File: src/rtl/dtw_pkt_pkg.sv
// Shared definitions for the DTW result packer: FSM state encoding,
// default frame sync byte and elaboration-time sizing helpers.
package dtw_pkt_pkg;

    typedef enum logic [2:0] {
        S_IDLE = 3'd0,
        S_HDR  = 3'd1,
        S_PAY  = 3'd2,
        S_WAIT = 3'd3,
        S_TRL  = 3'd4,
        S_CSUM = 3'd5
    } pkt_state_t;

    localparam logic [7:0] SYNC_BYTE_DEFAULT = 8'hA5;

    // Number of payload bytes per result (cost bytes followed by pos bytes).
    function automatic int pkt_nbytes(input int cost_w, input int pos_w, input int dout_w);
        return (cost_w + pos_w) / dout_w;
    endfunction

    // Bits needed to index n payload bytes; never narrower than one bit.
    function automatic int pkt_idx_width(input int n);
        int w;
        w = 1;
        while ((1 << w) < n) w++;
        return w;
    endfunction

endpackage

File: src/rtl/dtw_result_packer.sv
// DTW result packer: accepts per-reference results (cost, end position,
// last flag) and serializes each query into a framed byte stream
//   SYNC_BYTE, {cost LSB-first, pos LSB-first} per result, result count
// written to the output FIFO one byte per cycle, stalling while it is full.
// Optional build macro DTW_PACKER_CHECKSUM_EN appends the XOR of all
// payload bytes of the query after the result-count trailer.
module dtw_result_packer
    import dtw_pkt_pkg::*;
#(
    parameter int                    COST_WIDTH = 32,
    parameter int                    POS_WIDTH  = 16,
    parameter int                    DOUT_WIDTH = 8,
    parameter logic [DOUT_WIDTH-1:0] SYNC_BYTE  = DOUT_WIDTH'(SYNC_BYTE_DEFAULT)
) (
    input  logic                  ACLK,
    input  logic                  ARESET,
    input  logic                  res_valid,
    output logic                  res_ready,
    input  logic [COST_WIDTH-1:0] res_cost,
    input  logic [POS_WIDTH-1:0]  res_pos,
    input  logic                  res_last,
    output logic                  dtw_fifo_wren,
    output logic [DOUT_WIDTH-1:0] dtw_fifo_din,
    input  logic                  dtw_fifo_full
);

    localparam int NBYTES = pkt_nbytes(COST_WIDTH, POS_WIDTH, DOUT_WIDTH);
    localparam int IDX_W  = pkt_idx_width(NBYTES);
    localparam int PAY_W  = COST_WIDTH + POS_WIDTH;
    localparam logic [IDX_W-1:0] LAST_IDX = IDX_W'(NBYTES - 1);

    pkt_state_t             state_q;
    logic [IDX_W-1:0]       byte_idx_q;
    logic [7:0]             rcount_q;
    logic [PAY_W-1:0]       payload_q;   // {pos, cost}: byte 0 is cost LSB
    logic                   last_q;
`ifdef DTW_PACKER_CHECKSUM_EN
    logic [DOUT_WIDTH-1:0]  csum_q;
`endif

    logic                   busy;
    logic [DOUT_WIDTH-1:0]  pay_byte;
    logic [DOUT_WIDTH-1:0]  out_byte;

    // Decode handshake, write strobe and the byte presented to the FIFO.
    always_comb begin
        busy     = 1'b0;
        out_byte = '0;
        pay_byte = payload_q[int'(byte_idx_q) * DOUT_WIDTH +: DOUT_WIDTH];
        case (state_q)
            S_HDR: begin
                busy     = 1'b1;
                out_byte = SYNC_BYTE;
            end
            S_PAY: begin
                busy     = 1'b1;
                out_byte = pay_byte;
            end
            S_TRL: begin
                busy     = 1'b1;
                out_byte = DOUT_WIDTH'(rcount_q);
            end
`ifdef DTW_PACKER_CHECKSUM_EN
            S_CSUM: begin
                busy     = 1'b1;
                out_byte = csum_q;
            end
`endif
            default: begin
                busy     = 1'b0;
                out_byte = '0;
            end
        endcase
        res_ready     = (state_q == S_IDLE || state_q == S_WAIT) && !ARESET;
        dtw_fifo_wren = busy && !dtw_fifo_full && !ARESET;
        dtw_fifo_din  = dtw_fifo_wren ? out_byte : '0;
    end

    // Frame FSM: every transition out of a writing state is gated on !full,
    // so a stall simply holds state, index and captured data.
    always_ff @(posedge ACLK) begin
        if (ARESET) begin
            state_q    <= S_IDLE;
            byte_idx_q <= '0;
            rcount_q   <= '0;
            payload_q  <= '0;
            last_q     <= 1'b0;
`ifdef DTW_PACKER_CHECKSUM_EN
            csum_q     <= '0;
`endif
        end else begin
            case (state_q)
                S_IDLE: begin
                    if (res_valid) begin
                        payload_q <= {res_pos, res_cost};
                        last_q    <= res_last;
                        state_q   <= S_HDR;
                    end
                end
                S_HDR: begin
                    if (!dtw_fifo_full) begin
                        byte_idx_q <= '0;
`ifdef DTW_PACKER_CHECKSUM_EN
                        csum_q     <= '0;
`endif
                        state_q    <= S_PAY;
                    end
                end
                S_PAY: begin
                    if (!dtw_fifo_full) begin
`ifdef DTW_PACKER_CHECKSUM_EN
                        csum_q <= csum_q ^ pay_byte;
`endif
                        if (byte_idx_q == LAST_IDX) begin
                            byte_idx_q <= '0;
                            rcount_q   <= rcount_q + 8'd1;
                            state_q    <= last_q ? S_TRL : S_WAIT;
                        end else begin
                            byte_idx_q <= byte_idx_q + IDX_W'(1);
                        end
                    end
                end
                S_WAIT: begin
                    if (res_valid) begin
                        payload_q  <= {res_pos, res_cost};
                        last_q     <= res_last;
                        byte_idx_q <= '0;
                        state_q    <= S_PAY;
                    end
                end
                S_TRL: begin
                    if (!dtw_fifo_full) begin
                        rcount_q <= '0;
`ifdef DTW_PACKER_CHECKSUM_EN
                        state_q  <= S_CSUM;
`else
                        state_q  <= S_IDLE;
`endif
                    end
                end
`ifdef DTW_PACKER_CHECKSUM_EN
                S_CSUM: begin
                    if (!dtw_fifo_full) begin
                        state_q <= S_IDLE;
                    end
                end
`endif
                default: begin
                    state_q <= S_IDLE;
                end
            endcase
        end
    end

endmodule

File: config.mk
export PLATFORM = sky130hd
export DESIGN_NAME = dtw_result_packer
export DESIGN_NICKNAME = d
export VERILOG_FILES = /design/src/rtl/dtw_pkt_pkg.sv /design/src/rtl/dtw_result_packer.sv
export SDC_FILE = /design/constraint.sdc
export NUM_CORES = 1
export LEC_CHECK = 0
export ABC_AREA = 1
export BUFFER_PORTS_ARGS = -buffer_cell sky130_fd_sc_hd__buf_2
export CAP_MARGIN = 20
export CORE_ASPECT_RATIO = 2
export CORE_MARGIN = 3
export CORE_UTILIZATION = 62
export CTS_BUF_LIST = sky130_fd_sc_hd__clkbuf_8
export DETAILED_ROUTE_END_ITERATION = 6
export PLACE_DENSITY = 0.95
export SLEW_MARGIN = 20
export SYNTH_ARGS = -nofsm -noshare
export SYNTH_HDL_FRONTEND = slang
export SYNTH_SLANG_ARGS = --single-unit
File: constraint.sdc
create_clock -name ACLK -period 2.5 [get_ports ACLK]
set_clock_uncertainty 0.15 [all_clocks]
set_input_delay 0.375 -clock ACLK [delete_from_list [all_inputs] [get_ports ACLK]]
set_output_delay 0.375 -clock ACLK [all_outputs]
set_load 0.01 [all_outputs]
==> results.rst <==
.. list-table::
   :header-rows: 1

   * - Metric
     - Value
   * - Run status
     - finished with violations
   * - Failing checks
     - design-rule violations
   * - Highest attainable clock frequency
     - 422.4 MHz
   * - Diode count
     - 0
   * - Worst Setup SP
     - byte_idx_q[2]
   * - Post-route DRC violation count
     - 3
   * - Global route total overflow
     - 0
   * - Ratio of cells with drive above 1 in the final layout
     - 20.04%
   * - Final TNS setup
     - 0 ns
   * - Ys Warns
     - 0
   * - Routed met2 length
     - 4783 microns
   * - Flop2flop setup slack
     - 0.55 ns
   * - Clk Tree Root Cell
     - clkbuf_8
   * - Clock latency at the later pin of the worst-skew pair
     - 0.36 ns
   * - Type of element capturing the critical path
     - output pin
   * - Routability-driven placement congestion ratio
     - 1.016
   * - Unrepaired setup endpoints after global routing
     - no
   * - Detailed-route wire length on metal 1
     - 3076 microns
   * - Slew at the pin closest to its max-slew limit
     - 0.4474 ns
   * - Post-DRT Antenna Nets
     - 0
   * - Syn-to-layout area delta
     - 17.26%
   * - Data arrival at the endpoint of the critical path
     - 1.84 ns
   * - Number of vias after detailed routing
     - 3456
   * - Number of cells on the worst hold path
     - 3
   * - Number of antenna violations at the first check in global routing
     - 0
   * - Launch instance of the worst min-delay path
     - res_cost[31]
   * - Type of the tightest min-delay check
     - input pin to flop
   * - Static leakage power
     - 1.804 nW
   * - Clock tree from TritonCTS
     - built
   * - X dimension of the die
     - 57 microns
   * - Maximum number of pins on one net before global-route repair
     - 55
   * - Number of levels the H-tree was split into
     - 3
   * - Max-Cap Viols
     - 0
   * - Final net count
     - 613
   * - Yosys cell types
     - 26
   * - Effective utilization at floorplan
     - 65.10%
   * - HPWL after detailed placement
     - 6281 microns
   * - Filler-free cell count of the finished design
     - 621
   * - Quantity of I/O buffers inserted on ports
     - 62
   * - Startpoint class of the critical path
     - flop
   * - Cell accounting for the most synthesized area
     - dfxtp_1
   * - Area after detailed placement
     - 0.003522 sq mm
   * - Met3 Wirelength
     - 506 microns
   * - Share of the clock period used by the worst path after layout
     - 94.71%
   * - First-pass GRT wire length
     - 14690 microns
   * - 1st-pass router iterations
     - 7
   * - Wire length reported by the detailed router
     - 8918 microns
   * - Number of top-level pins
     - 63
   * - Fill cells
     - 390
   * - Number of DRC markers in iteration 0
     - 235
   * - Final min period
     - 2.368 ns
   * - Worst ir drop on vdd
     - 0.8778 mV
   * - Area contributors post-synth
     - dfxtp_1 39%, nand2_1 15%, nor2_1 10%, o21ai_0 8.2%, a21oi_1 5.3%
   * - Number of nets in the synthesized netlist
     - 554
   * - Sequential area share after synthesis
     - 39.10%
   * - Clock buffers created by TritonCTS
     - 9
   * - Area of the die
     - 0.006156 sq mm
   * - CP Class
     - flop to output pin
   * - Launch instance of the worst register-to-register path
     - state_q[0]
   * - Worst slack on hold paths
     - 0.1256 ns
   * - Number of buffers added to fix hold violations after cts
     - 0
   * - Hold violation count in the final report
     - 0
   * - Number of standard cells after synthesis
     - 500
   * - Final Instance Area
     - 0.003782 sq mm
   * - Number of clock sinks
     - 63
   * - Via count normalized by instance count
     - 5.565
   * - Max-slew violations
     - 0
   * - Vias in the first global route
     - 3416
   * - Final standard cell utilization of the core
     - 76.34%
   * - Cell count after placement
     - 603
   * - Power Density
     - 1059 mW/mm^2
   * - Slew Limit Headroom
     - 70.07%
   * - Worst reg2reg path endpoint
     - payload_q[13]
   * - Routed length per placed instance
     - 14.36 microns
   * - Global-route total usage across every layer
     - 31.08%
   * - Top layer in use
     - met4
   * - Post-synthesis register bit count
     - 63
   * - Synthesized area per cell
     - 6.451 sq um
   * - Area inside the core boundary
     - 0.004955 sq mm
   * - Data required time at the worst endpoint
     - 1.98 ns
   * - Row count
     - 36
   * - Clock input transition at the sequential cells of the worst setup and hold paths
     - 0.07 ns
   * - Y dimension of the die
     - 108.0 microns
   * - Setup-violating endpoint count in the final report
     - 0
   * - Hold Crit Endpoint
     - payload_q[31]
   * - Maximum fanout along the worst path
     - 10
   * - Share of the synthesized area in the top cell type
     - 39.10%
   * - Maximum root-to-sink buffer count
     - 2
   * - Worst reg2reg path depth
     - 7
   * - Post-synth design cell area
     - 0.003226 sq mm
[cell families after synthesis]
| kind of cell | share of synthesized area [%] |
|---|---|
| flops | 39.10 |
| compound gates | 15.36 |
| xor+xnor | 0.8147 |
| simple gates | 34.72 |
| buf+inv | 9.619 |
| fa+ha+maj | 0.3878 |
[layer usage]
metal / track usage [%] / up-vias
met3: 7.527 / 54
met2: 55.97 / 158
met5: 0 / -
li1: - / 1702
met4: 22.72 / 0
met1: 29.44 / 1542
[area by class of cell]
type,instances,area (sq um),area share (%)
Timing Repair inverter,2,12.51,0.3308
Multi-Input combinational cell,368,1664,44.00
Tap cell,57,71.32,1.886
Sequential cell,63,1264,33.41
Inverter,46,176.4,4.664
Clock inverter,2,35.03,0.9262
Clock buffer,14,192.7,5.094
Timing Repair Buffer,69,366.6,9.692
[Yosys cell counts (all sizes together)]
cell type	n
nand3b	2
o21ai	53
clkinv	2
or2	8
dfxtp	63
nand3	25
inv	44
nand4	3
nor2	93
nor3b	1
buf	14
ha	1
xnor2	1
nand2	137
xor2	2
o211ai	8
a21oi	34
clkbuf	9
[placed cells by master, fill, tap and decap left out]
cell and count:
inv_2 1, nand4_1 3, or2_2 8, clkinvlp_2 1, nand2_1 130, inv_1 42, nand3b_1 2, a21oi_1 34
ha_1 1, bufinv_16 1, buf_6 1, dfxtp_1 61, clkbuf_8 14, nand2_2 7, clkinv_2 1, nor2_4 2
nor2_1 88, nor3b_1 1, xor2_1 2, nand3_1 23, clkinv_1 2, nor2_2 3, buf_2 62, xnor2_1 1
o211ai_1 8, buf_4 6, dfxtp_2 2, o21ai_0 53, clkinvlp_4 2, nand3_2 2
[per-stage QoR]
step,setup slack (ns),power (mW)
after floorplan,0.7720,2.651
after global placement,0.4886,2.907
after detailed placement,0.4681,2.976
after CTS,0.07036,3.969
after global routing,0.009752,4.320
final,0.1323,4.006
[critical path, stage by stage, from the launching register on]
cell and delay [ns]:
dfxtp_1 0.35, clkinv_1 0.26, nor2_4 0.27, o211ai_1 0.14, nand2_1 0.09, nand2_1 0.05, a21oi_1 0.16, buf_2 0.16
[state kept, by name (all words and copies together), names as in the netlist]
name and flops:
byte_idx_q 3, state_q 3, rcount_q 8, payload_q 48, last_q 1
[what timing repair did]
item | CTS | global route
setup buffers | 0 | 0
setup endpoints to repair | 0 | 8
resized for setup | 0 | 7
endpoints found under the hold margin | 0 | 0
[power by group]
part / internal, mW / switching, mW
combinational: 0.526 / 1.03
sequential: 1.30 / 0.163
clock: 0.595 / 0.390
[worst max-delay path by stage]
stage	end	cells after the start
global placement	dtw_fifo_din[6]	7
finish	dtw_fifo_din[1]	7
floorplan	dtw_fifo_din[0]	7
detailed placement	dtw_fifo_din[6]	7
global route	dtw_fifo_din[7]	10
CTS	dtw_fifo_din[1]	7
Note: power is estimated with default switching activity, not from simulation.
